## src/rtl/serial_adder_pkg.sv

```systemverilog
// Shared types for the bit-serial adder: FSM state encoding and its width.
package serial_adder_pkg;

    localparam int STATE_W = 2;

    typedef enum logic [STATE_W-1:0] {
        IDLE  = 2'd0,
        SHIFT = 2'd1,
        DONE  = 2'd2
    } state_t;

endpackage

```

## src/rtl/full_adder_bit.sv

```systemverilog
// Single combinational full-adder cell used as the serial datapath.
module full_adder_bit (
    input  logic x,
    input  logic y,
    input  logic cin,
    output logic sum,
    output logic cout
);

    assign sum  = x ^ y ^ cin;
    assign cout = (x & y) | (x & cin) | (y & cin);

endmodule

```

## src/rtl/serial_adder.sv

```systemverilog
// Bit-serial WIDTH-bit adder with carry-in; one bit pair per cycle, LSB first,
// with a start/busy/done handshake and registered s/co.
module serial_adder
    import serial_adder_pkg::*;
#(
    parameter int WIDTH = 4
) (
    input  logic             clk,
    input  logic             rst,
    input  logic             start,
    input  logic [WIDTH-1:0] a,
    input  logic [WIDTH-1:0] b,
    input  logic             c,
    output logic [WIDTH-1:0] s,
    output logic             co,
    output logic             busy,
    output logic             done
);

    localparam int CNT_W = (WIDTH > 1) ? $clog2(WIDTH) : 1;
    localparam logic [CNT_W-1:0] CNT_LAST = CNT_W'(WIDTH - 1);

    state_t           state_reg, state_next;
    logic [WIDTH-1:0] a_reg, a_next;
    logic [WIDTH-1:0] b_reg, b_next;
    logic [WIDTH-1:0] res_reg, res_next;
    logic [WIDTH-1:0] s_reg, s_next;
    logic             carry_reg, carry_next;
    logic             co_reg, co_next;
    logic [CNT_W-1:0] cnt_reg, cnt_next;

    logic             sum_bit;
    logic             carry_out;
    logic [WIDTH-1:0] res_shifted;

    full_adder_bit u_full_adder_bit (
        .x    (a_reg[0]),
        .y    (b_reg[0]),
        .cin  (carry_reg),
        .sum  (sum_bit),
        .cout (carry_out)
    );

    // Result register fills from the MSB so the final bit lands it aligned.
    assign res_shifted = {sum_bit, res_reg[WIDTH-1:1]};

    always_ff @(posedge clk) begin
        if (rst) begin
            state_reg <= IDLE;
            a_reg     <= '0;
            b_reg     <= '0;
            res_reg   <= '0;
            s_reg     <= '0;
            carry_reg <= 1'b0;
            co_reg    <= 1'b0;
            cnt_reg   <= '0;
        end else begin
            state_reg <= state_next;
            a_reg     <= a_next;
            b_reg     <= b_next;
            res_reg   <= res_next;
            s_reg     <= s_next;
            carry_reg <= carry_next;
            co_reg    <= co_next;
            cnt_reg   <= cnt_next;
        end
    end

    always_comb begin
        state_next = state_reg;
        a_next     = a_reg;
        b_next     = b_reg;
        res_next   = res_reg;
        s_next     = s_reg;
        carry_next = carry_reg;
        co_next    = co_reg;
        cnt_next   = cnt_reg;

        case (state_reg)
            IDLE, DONE: begin
                if (start) begin
                    a_next     = a;
                    b_next     = b;
                    carry_next = c;
                    res_next   = '0;
                    cnt_next   = '0;
                    state_next = SHIFT;
                end else begin
                    state_next = IDLE;
                end
            end
            SHIFT: begin
                carry_next = carry_out;
                res_next   = res_shifted;
                a_next     = a_reg >> 1;
                b_next     = b_reg >> 1;
                cnt_next   = cnt_reg + CNT_W'(1);
                if (cnt_reg == CNT_LAST) begin
                    s_next     = res_shifted;
                    co_next    = carry_out;
                    state_next = DONE;
                end
            end
            default: state_next = IDLE;
        endcase
    end

    assign s    = s_reg;
    assign co   = co_reg;
    assign busy = (state_reg == SHIFT);
    assign done = (state_reg == DONE);

endmodule

```

## config.mk

```make
export PLATFORM = sky130hd
export DESIGN_NAME = serial_adder
export DESIGN_NICKNAME = d
export VERILOG_FILES = /design/src/rtl/serial_adder_pkg.sv /design/src/rtl/full_adder_bit.sv /design/src/rtl/serial_adder.sv
export SDC_FILE = /design/constraint.sdc
export NUM_CORES = 1
export LEC_CHECK = 0
export CAP_MARGIN = 20
export CELL_PAD_IN_SITES_DETAIL_PLACEMENT = 0
export CELL_PAD_IN_SITES_GLOBAL_PLACEMENT = 1
export CORE_MARGIN = 8
export CORE_UTILIZATION = 38
export DETAILED_ROUTE_END_ITERATION = 6
export PLACE_DENSITY_LB_ADDON = 0.25
export SYNTH_ARGS = -nofsm -noshare
export SYNTH_HDL_FRONTEND = slang
export SYNTH_SLANG_ARGS = --single-unit
```

## constraint.sdc

```tcl
create_clock -name clk -period 2.9 [get_ports clk]
set_input_delay 0.435 -clock clk [delete_from_list [all_inputs] [get_ports clk]]
set_output_delay 0.435 -clock clk [all_outputs]
set_load 0.01 [all_outputs]
```

==> results of run 1 <==
-- power by group through the flow --
| stage | Sequential (mW) | Combinational (mW) | Clock [mW] |
|---|---|---|---|
| final | 0.314 | 0.0742 | 0.143 |
| after global routing | 0.317 | 0.0837 | 0.161 |
| after CTS | 0.314 | 0.0754 | 0.147 |
| after detailed placement | 0.321 | 0.0750 | 0 |
| after global placement | 0.320 | 0.0743 | 0 |
| after floorplan | 0.318 | 0.0534 | 0 |
-- kinds of logic after synthesis --
logic type	after synthesis
and+or+nand+nor	52
DFF	21
AOI/OAI and AO/OA	20
buffers and inverters	8
adders and majority gates	2
-- final cells by class --
| class | count | share of cell area |
|---|---|---|
| inverter | 1 | 0.00352 |
| timing repair buffer | 19 | 0.176 |
| multi-input combinational | 74 | 0.369 |
| clock buffer | 4 | 0.0246 |
| sequential | 21 | 0.394 |
| tap | 28 | 0.0328 |
-- worst max path at each step --
stage | startpoint | end | slack (ns) | cells past startpoint
finish | state_reg[0] | busy | 0.59 | 4
global route | state_reg[0] | busy | 0.47 | 4
CTS | state_reg[0] | busy | 0.57 | 4
detailed placement | state_reg[0] | busy | 0.92 | 4
global placement | start | a_reg[0] | 0.99 | 4
floorplan | state_reg[1] | busy | 1.77 | 3
-- metal layers --
layer | GRT usage | up-vias | routed length (um)
li1 | - | 383 | -
met1 | 0.110 | 322 | 840
met2 | 0.150 | 15 | 786
met3 | 0.0300 | 4 | 79
met4 | 0.0585 | 0 | 36
met5 | 0 | - | 0
-- worst min-delay path: stages, from the launching register on --
cell and delay (ns):
dfxtp_1 0.33, nand2_1 0.05, a21oi_1 0.05
-- cell usage in the layout (no fill, tap or decap) --
cell             netlist  final
or2b_4                 1      1
nand3b_1               1      1
nand3_1               12     12
inv_1                  1      1
a311oi_1               7      7
clkbuf_1               2      1
nand2_1               25     25
ha_1                   1      1
clkbuf_4               0      3
nor2b_1                1      1
buf_4                  2      1
fa_1                   1      1
a21oi_1               12     12
nand2b_1               2      2
and2b_1                1      1
o21a_1                 1      1
clkdlybuf4s50_1        0     18
nor2_1                 9      9
dfxtp_1               21     21
-- synthesized netlist by cell type, drive strengths merged (2+ instances only) --
master | n | area (um2)
nor2 | 9 | 33.8
nand3 | 12 | 60.1
dfxtp | 21 | 420
nand2 | 25 | 93.8
a21oi | 12 | 60.1
nand2b | 2 | 12.5
a311oi | 7 | 61.3
clkbuf | 2 | 7.51
buf | 5 | 36.3
==> results.cfg, run 1 <==
[outcome]
outcome = finished clean

[logic_synthesis]
yosys-mux-area-fraction = 0
syn_area_um2 = 862
synth_cells = 103
synth_nets = 117
synth-seq-cells = 21
synth_xor_area_frac = 0
yosysWarnings = 0
synth_simple_gate_area_frac = 0.270
synth_edf_count = 0
synth-compound-area-share = 0.149
synth.distinct_cells = 19
synthAdderAreaFrac = 0.0377
yosysSeqAreaShare = 0.488
ys_async_sr_fraction = 0
synth_top_family_by_area = simple AND/OR/NAND/NOR gates
dominantRegCellSynth = dfxtp_1
avgSynthCellArea_um2 = 8.37

[sta]
worst_pin_slew_ns = 0.723
layout_setup_ws_ns = 0.592
rsz0062_at_grt = false
slew_viol_final = 0
fin_skew_ns = 0.00119
setup_viol = 0
finalHoldViolations = 0
holdWs_ns = 0.459
fmax_mhz = 433
tns_ns = 0
min_period_ns = 2.31
slew_headroom = 0.516
fin_crit_sh = 0.796

[power_and_ir_drop]
power.internal_uw = 393
power.density_nw_per_um2 = 497
seq_power_share = 0.592
switchingPower_uw = 138
pwr-share-clk = 0.269
peakVddDrop_uv = 224
p_sw_frac = 0.259
power.total_uw = 531
power_frac_comb = 0.140
p_leak_nw = 0.387

[cells_and_area]
multi_input_area_um2 = 394
antenna_cells = 0
drive_above_1_share = 0.0420
fin_area_um2 = 1070
area_growth_pct = 23.8
fin_util = 0.492
fill_cells = 227
fin_cells = 147
nets = 134
final-seq-area_um2 = 420

[grt]
track_usage = 0.0953
grt-ovfl-total = 0
grt_pass1_wl_um = 3130
grt_pass1_vias = 705
antenna_found_initial = 0
grt_max_degree = 24

[setup_path]
cp_cell_sequence = nand2b_1 > buf_4 > inv_1 > clkdlybuf4s50_1
cpPeakStageDelay_ns = 0.60
regToRegSetupSlack_ns = 1.58
critPathLaunchType = flip-flop
rr_startpoint = state_reg[0]
critPathKind = flip-flop to output pin
reg2reg_depth = 3
end_kind = output pin
crit_arrival_ns = 1.87
critPathTopFamily = buffers and inverters
worstPathRequired_ns = 2.47
cpMaxStageDelayCell = clkdlybuf4s50_1
critical_path.max_fanout = 23
cp_num_buf_inv = 3
regToRegEndpoint = a_reg[0]

[floorplan]
die_h_um = 63.6
fp.coreArea_um2 = 2170
pin_count = 19
row_count = 17
die_x_um = 63.6
initial_core_util = 0.397
dieArea_um2 = 4050

[cts]
cts_tree = built
clk_latency_ns = 0.30
cts_resized = 0
clock_path_buffers = 2
post_cts_buffers = 0
cts_root_buf = clkbuf_4
cts_hold_buf = 0
htreeDepth = 1
cts_buffers = 3
clock-sinks = 21
clk_pin_slew_ns = 0.11

[detailed_routing]
via_count = 724
wl_per_cell_um = 11.9
avgViaCountPerCell = 4.93
drt-pass1-iter-count = 4
drc = 0
drt_iter0_drc = 16
wl_um = 1740
drtAntennaViolNets = 0

[min_path]
hold_start = s[0]
hold_path_end = s[0]
hold_path_class = flip-flop to flip-flop
whs_path_depth = 2

[placed_design]
place_congestion = 0.690
placed_cells = 143
place_ws_ns = 0.925
placed_cell_area_um2 = 1040
place_hpwl_um = 1220
numPortBuffers = 18

[job]
drv_cap = 0
Note: power is estimated with default switching activity, not from simulation.
==> inputs of run 2 (changes only) <==
Settings changed: CORE_UTILIZATION 38 to 32.
Clock period 2.9 ns to 1.9 ns, I/O delays scaled along.
==> results.cfg, run 2 (synthesis results as in run 1) <==
[outcome]
outcome = finished clean

[cts]
cts_hold_buf = 0
htreeDepth = 1
cts_root_buf = clkbuf_4
cts_resized = 0
cts_buffers = 3
clk_pin_slew_ns = 0.12
clock-sinks = 21
clock_path_buffers = 2
post_cts_buffers = 0
cts_tree = built
clk_latency_ns = 0.30

[sta]
worst_pin_slew_ns = 0.240
fin_skew_ns = 0.00838
fmax_mhz = 578
tns_ns = 0
fin_crit_sh = 0.911
finalHoldViolations = 0
rsz0062_at_grt = false
slew_viol_final = 0
layout_setup_ws_ns = 0.170
slew_headroom = 0.839
setup_viol = 0
min_period_ns = 1.73

[placed_design]
place_ws_ns = 0.395
placed_cell_area_um2 = 1070
numPortBuffers = 18
placed_cells = 150
place_hpwl_um = 1300
place_congestion = 0.684

[job]
drv_cap = 0

[cells_and_area]
drive_above_1_share = 0.0732
final-seq-area_um2 = 420
nets = 138
fill_cells = 309
final_common_cell = nand2_1
fin_cells = 154
antenna_cells = 0
area_growth_pct = 27.7
fin_area_um2 = 1100
multi_input_area_um2 = 394
final_cell_mix = nand2_1, dfxtp_1, clkdlybuf4s50_1

[floorplan]
pin_count = 19
row_count = 19
die_h_um = 67.9
initial_core_util = 0.324
dieArea_um2 = 4610
die_x_um = 67.9
fp.coreArea_um2 = 2660

[min_path]
hold_path_class = flip-flop to flip-flop
whs_path_depth = 2

[detailed_routing]
via_count = 744
drtAntennaViolNets = 0
wl_um = 1830
avgViaCountPerCell = 4.83
wl_per_cell_um = 11.9
drc = 0
drt_iter0_drc = 17
drt-pass1-iter-count = 4

[setup_path]
worstPathRequired_ns = 1.62
critPathLaunchType = flip-flop
regToRegEndpoint = a_reg[0]
regToRegSetupSlack_ns = 0.73
reg2reg_depth = 4
crit_arrival_ns = 1.45
crit_start = state_reg[0]
end_kind = output pin
endpoint = busy
rr_startpoint = state_reg[1]
critPathKind = flip-flop to output pin
critical_path.max_fanout = 5

[power_and_ir_drop]
p_leak_nw = 0.407
power.density_nw_per_um2 = 738
power.total_uw = 813
peakVddDrop_uv = 367

[grt]
grt_pass1_wl_um = 3070
grt-ovfl-total = 0
grt_pass1_vias = 700
grt_max_degree = 23
track_usage = 0.0858
antenna_found_initial = 0
## run 2: cell count changes in the layout (fill, tap and decap cells not counted)
cell / delta
buf_4: +4
## run 2: layout make-up
class,instances,share of cell area
Clock buffer,4,0.0239
Timing Repair Buffer,23,0.198
Inverter,1,0.00341
Multi-Input combinational cell,74,0.358
Tap cell,31,0.0352
Sequential cell,21,0.382
## run 2: power breakdown
group	switching (mW)	internal, mW	total, mW	leakage [nW]
clock network	0.129	0.0816	0.211	0.0150
logic	0.0624	0.0602	0.123	0.221
registers	0.0155	0.464	0.479	0.172
## run 2: how the worst min path moves through the flow
| stage | from | endpoint |
|---|---|---|
| floorplan | rst | a_reg[0] |
| global placement | s[2] | s[2] |
| detailed placement | s[1] | s[1] |
| CTS | s[1] | s[1] |
| global route | co | co |
| finish | s[1] | s[1] |
## run 2: stage by stage
stage                util  hold slack (ns)
global placement    0.404            0.443
finish              0.414            0.460
floorplan               -            0.357
detailed placement  0.404            0.449
global route        0.414            0.493
CTS                 0.414            0.465
## run 2: critical path, cell delays in order (launching register included)
cell             delay [ns]
dfxtp_1                0.42
nand2b_1               0.09
inv_1                  0.10
clkdlybuf4s50_1        0.54
## run 2: routing by layer
layer / wire length, um / GRT usage
met1: 835 / 0.107
met2: 866 / 0.138
met3: 107 / 0.0196
met4: 16 / 0.0384
met5: 0 / 0
